### config.mk
export PLATFORM = sky130hd
export DESIGN_NAME = rca_operand_feeder
export DESIGN_NICKNAME = d
export VERILOG_FILES = /design/src/rtl/rca_operand_feeder.sv
export SDC_FILE = /design/constraint.sdc
export NUM_CORES = 1
export LEC_CHECK = 0
export ABC_AREA = 0
export CAP_MARGIN = 40
export CORE_ASPECT_RATIO = 1.4
export CORE_MARGIN = 4
export CORE_UTILIZATION = 55
export DETAILED_ROUTE_END_ITERATION = 7
export PLACE_DENSITY = 0.82
export SLEW_MARGIN = 20
export SYNTH_ARGS = -nofsm -noshare
export SYNTH_HDL_FRONTEND = slang
export SYNTH_SLANG_ARGS = --single-unit
### constraint.sdc
create_clock -name clk -period 8 [get_ports clk]
set_input_delay 1.6 -clock clk [delete_from_list [all_inputs] [get_ports clk]]
set_output_delay 1.6 -clock clk [all_outputs]
set_load 0.03 [all_outputs]
### src/rtl/rca_operand_feeder.sv
// Operand FIFO feeding a LAT-cycle pipelined ripple-carry adder; a pair pushed at edge k issues at edge k+1 at the earliest, and sum_valid trails issue_valid by LAT cycles.
// in_ready depends only on registered occupancy (no full bypass); stall holds issue while pushes continue until the FIFO is full.
module rca_operand_feeder #(
  parameter int Nbits = 64,
  parameter int DEPTH = 4,
  parameter int LAT   = 2
) (
  input  logic                     clk,
  input  logic                     rst,
  input  logic                     in_valid,
  output logic                     in_ready,
  input  logic [Nbits-1:0]         in_a,
  input  logic [Nbits-1:0]         in_b,
  input  logic                     in_cin,
  input  logic                     stall,
  output logic [Nbits-1:0]         a,
  output logic [Nbits-1:0]         b,
  output logic                     cin,
  output logic                     issue_valid,
  output logic                     sum_valid,
  output logic [$clog2(DEPTH):0]   count
);

  localparam int AW = $clog2(DEPTH);
  localparam logic [AW:0] FULL = (AW+1)'(DEPTH);

  typedef struct packed {
    logic [Nbits-1:0] a;
    logic [Nbits-1:0] b;
    logic             cin;
  } pair_t;

  pair_t          mem_q [DEPTH];
  logic [AW-1:0]  wr_ptr_q, wr_ptr_d;
  logic [AW-1:0]  rd_ptr_q, rd_ptr_d;
  logic [AW:0]    count_q, count_d;
  pair_t          op_q, op_d;
  logic           issue_q, issue_d;
  logic [LAT-1:0] sv_q, sv_d;
  logic           push, pop;

  assign in_ready = (count_q < FULL);
  assign push     = in_valid & in_ready;
  assign pop      = (count_q != '0) & ~stall;

  // DEPTH is a power of two, so the pointers wrap naturally at their width.
  always_comb begin
    wr_ptr_d = wr_ptr_q;
    rd_ptr_d = rd_ptr_q;
    count_d  = count_q;
    op_d     = op_q;
    issue_d  = 1'b0;
    if (push) begin
      wr_ptr_d = wr_ptr_q + AW'(1);
    end
    if (pop) begin
      rd_ptr_d = rd_ptr_q + AW'(1);
      op_d     = mem_q[rd_ptr_q];
      issue_d  = 1'b1;
    end
    case ({push, pop})
      2'b10:   count_d = count_q + (AW+1)'(1);
      2'b01:   count_d = count_q - (AW+1)'(1);
      default: count_d = count_q;
    endcase
    sv_d = (sv_q << 1) | LAT'(issue_q);
  end

  always_ff @(posedge clk) begin
    if (rst) begin
      wr_ptr_q <= '0;
      rd_ptr_q <= '0;
      count_q  <= '0;
      op_q     <= '0;
      issue_q  <= 1'b0;
      sv_q     <= '0;
    end else begin
      wr_ptr_q <= wr_ptr_d;
      rd_ptr_q <= rd_ptr_d;
      count_q  <= count_d;
      op_q     <= op_d;
      issue_q  <= issue_d;
      sv_q     <= sv_d;
    end
  end

  // Storage is unreset: an entry only reaches the outputs through a pop.
  always_ff @(posedge clk) begin
    if (push) begin
      mem_q[wr_ptr_q] <= '{a: in_a, b: in_b, cin: in_cin};
    end
  end

  assign a           = op_q.a;
  assign b           = op_q.b;
  assign cin         = op_q.cin;
  assign issue_valid = issue_q;
  assign sum_valid   = sv_q[LAT-1];
  assign count       = count_q;

endmodule

==> results.md <==
* Initial antenna violation count at 10
* Fillers at 2463
* PostCTS Resize Cnt at 0
* F_max at 0.275 GHz
* Critical Path Source: rst
* Post-synth top area cell: edfxtp_1
* Most common library cells after synthesis: 516 x edfxtp_1, 139 x dfxtp_1, 129 x a22o_1, 129 x mux4_2, 23 x buf_2
* Row count at 88
* Largest net degree at the start of global routing at 87
* Slew margin rel. at 43.9%
* Synth warnings at 0
* Unrepaired setup endpoints after global routing: no
* Hold Fails Final Rpt at 0
* Worst Setup EP: a[63]$_SDFFE_PP0P_
* DRT Pass-1 Iters at 5
* Dpl cell area at 0.0264 mm^2
* Power Density at 334 mW/mm^2
* Chip Width at 181 um
* Critical path class: in2reg
* Setup violators final at 0
* WP data required at 8.52 ns
* Clk slew on worst S/H paths at 0.06 ns
* Synth Instances at 1019
* Core box area at 0.0413 mm^2
* Sink Count at 655
* Post-synth EDFFs at 516
* DR WL/cell at 24.9 um
* Reg2reg start: rd_ptr_q[0]$_SDFFE_PP0P_
* Total vias in the final route at 11132
* WL final at 47400 um
* Avg Cell Area, Syn at 22.6 um^2
* CTS Buf Count at 57
* Port Buf Inserts at 267
* Setup crit end kind: flip-flop
* Area grow syn2layout at 23.1%
* Nets at 1449
* Peak VDD IR at 239 uV
* Most common flop cell mapped by yosys: edfxtp_1
* Slew Viols, Final at 0
* Largest cells by area after synthesis: edfxtp_1 67%, mux4_2 13%, dfxtp_1 12%, a22o_1 4.9%, buf_6 0.98%
* Yosys reg bits at 655
* Skew final at 0.0126 ns
* Die area at 0.0453 mm^2
* Total setup buffers inserted after CTS at 0
* Fin crit share at 45.4%
* Vias/cell at 5.84
* CP Max Fanout at 47
* Count of different cell masters after synthesis at 25
* LEAKAGE at 9.25 nW
* Antenna viol nets, final at 0
* Drt drc at 0
* H-tree depth at 2
* Layout cells sized above 1 at 18.5%
* CTS tree: yes
* Gr ovfl total at 0
* Setup tns final at 0 ns
* Cell depth of the worst flop-to-flop path at 4
* Vert. Die Dim at 250 um
* Worst-Skew Late Latency at 0.58 ns
* Hold Buf Count CTS at 0
* GRT Total Usage at 20.5%
* R2r endpoint: a[63]$_SDFFE_PP0P_
* Initial Util at 55.8%
* Final GP Congestion at 0.743
* First DRT Iteration DRCs at 898
* Syn Std Cell Area at 0.0230 mm^2
* Sequential share of the synthesized area at 79.4%
* Ys async rst share at 0%
* I/O pins at 268
* DPL Wire Length at 28900 um
* Run status: complete, no violations
* Hold slack final at 0.458 ns
* Mapped Nets at 1158
* Critical path startpoint category: input pin
* HP Class: reg2reg
* Post-layout min period at 3.63 ns
* Most common cell in the netlist: edfxtp_1
* CTS Root Cell: clkbuf_16
* R2r setup slk at 5.46 ns
* CP arrival at 4.15 ns
* Synth top area share at 67.3%
* Max-cap viol count at 0
* Core Util, Final at 68.7%
* Clk buf depth at 3
* Vias in the first global route at 11712
* Worst slew pin tran at 0.842 ns
* First-pass GRT wire length at 71800 um
* Post-route cell area at 0.0284 mm^2
-- layout make-up --
| cell class | count | area [um^2] | share of cell area [%] |
|---|---|---|---|
| clock inverter | 33 | 422 | 1.49 |
| multi-input combinational | 295 | 4330 | 15.3 |
| timing repair buffer | 292 | 3060 | 10.8 |
| sequential | 655 | 18300 | 64.5 |
| antenna | 8 | 20.0 | 0.0706 |
| inverter | 9 | 33.8 | 0.119 |
| clock buffer | 75 | 1530 | 5.41 |
| tap | 540 | 676 | 2.38 |
-- worst min path at each step --
stage	startpoint	to	slack [ns]	depth (start not counted)
after floorplan	sv_q[0]$_SDFF_PP0_	sv_q[1]$_SDFF_PP0_	0.41	1
after global placement	sv_q[0]$_SDFF_PP0_	sv_q[1]$_SDFF_PP0_	0.44	1
after detailed placement	sv_q[0]$_SDFF_PP0_	sv_q[1]$_SDFF_PP0_	0.43	1
after CTS	sv_q[0]$_SDFF_PP0_	sv_q[1]$_SDFF_PP0_	0.47	1
after global routing	sv_q[0]$_SDFF_PP0_	sv_q[1]$_SDFF_PP0_	0.47	1
final	sv_q[0]$_SDFF_PP0_	sv_q[1]$_SDFF_PP0_	0.46	1
-- sequential cells by signal (all words and copies together) (netlist names) --
name         flops
count            3
wr_ptr_q         2
a               64
mem_q          516
b               64
sv_q             2
rd_ptr_q         2
issue_valid      1
cin              1
-- cells by family after synthesis --
family / count (synthesis) / share of synthesized area, %
mux: 130 / 12.7
compound gates: 137 / 5.13
fa+ha+maj: 6 / 0.359
simple gates: 19 / 0.451
xor+xnor: 3 / 0.114
flops: 655 / 79.4
buf+inv: 69 / 1.92
-- cells in the final DEF (no fill, tap or decap), types with 2 or more instances in the layout --
master / instances
dfxtp_4: 2
xor2_1: 2
ha_1: 5
clkinvlp_4: 2
nor2b_1: 3
diode_2: 8
clkdlybuf4s50_1: 267
edfxtp_1: 516
and2_4: 4
or3_1: 3
clkinv_8: 2
inv_1: 9
a21oi_1: 3
clkinv_1: 6
dfxtp_1: 137
a22o_1: 129
mux4_2: 129
clkbuf_16: 57
clkinv_2: 11
o21ai_0: 2
clkbuf_8: 4
buf_12: 6
clkbuf_1: 14
nor2_1: 7
buf_4: 13
bufinv_16: 9
buf_16: 6
inv_6: 3
-- worst max-delay path, stage by stage --
cell             delay [ns]
clkdlybuf4s50_1        0.68
nor3_4                 0.25
buf_4                  0.51
buf_4                  0.56
buf_12                 0.31
a22o_1                 0.20
-- through the flow --
stage	std cells	total power (W)	setup WS [ns]
finish	1907	0.00948	4.37
global route	1904	0.00985	4.25
CTS	1898	0.00956	4.35
detailed placement	1790	0.00674	3.75
global placement	1780	0.00662	3.58
floorplan	1019	0.00592	2.55
-- where the power goes --
part	leakage, nW	internal (W)	total [W]	switching, W
combinational	2.43	0.00102	0.00217	0.00116
sequential	5.87	0.00422	0.00447	0.000257
clock	0.955	0.00165	0.00283	0.00118
-- layer usage --
layer / global-route usage, % / wire [um]
met1: 26.9 / 17800
met2: 34.2 / 24700
met3: 4.82 / 3430
met4: 7.40 / 1450
met5: 0 / 21
Power figures use the tool's default switching activity.
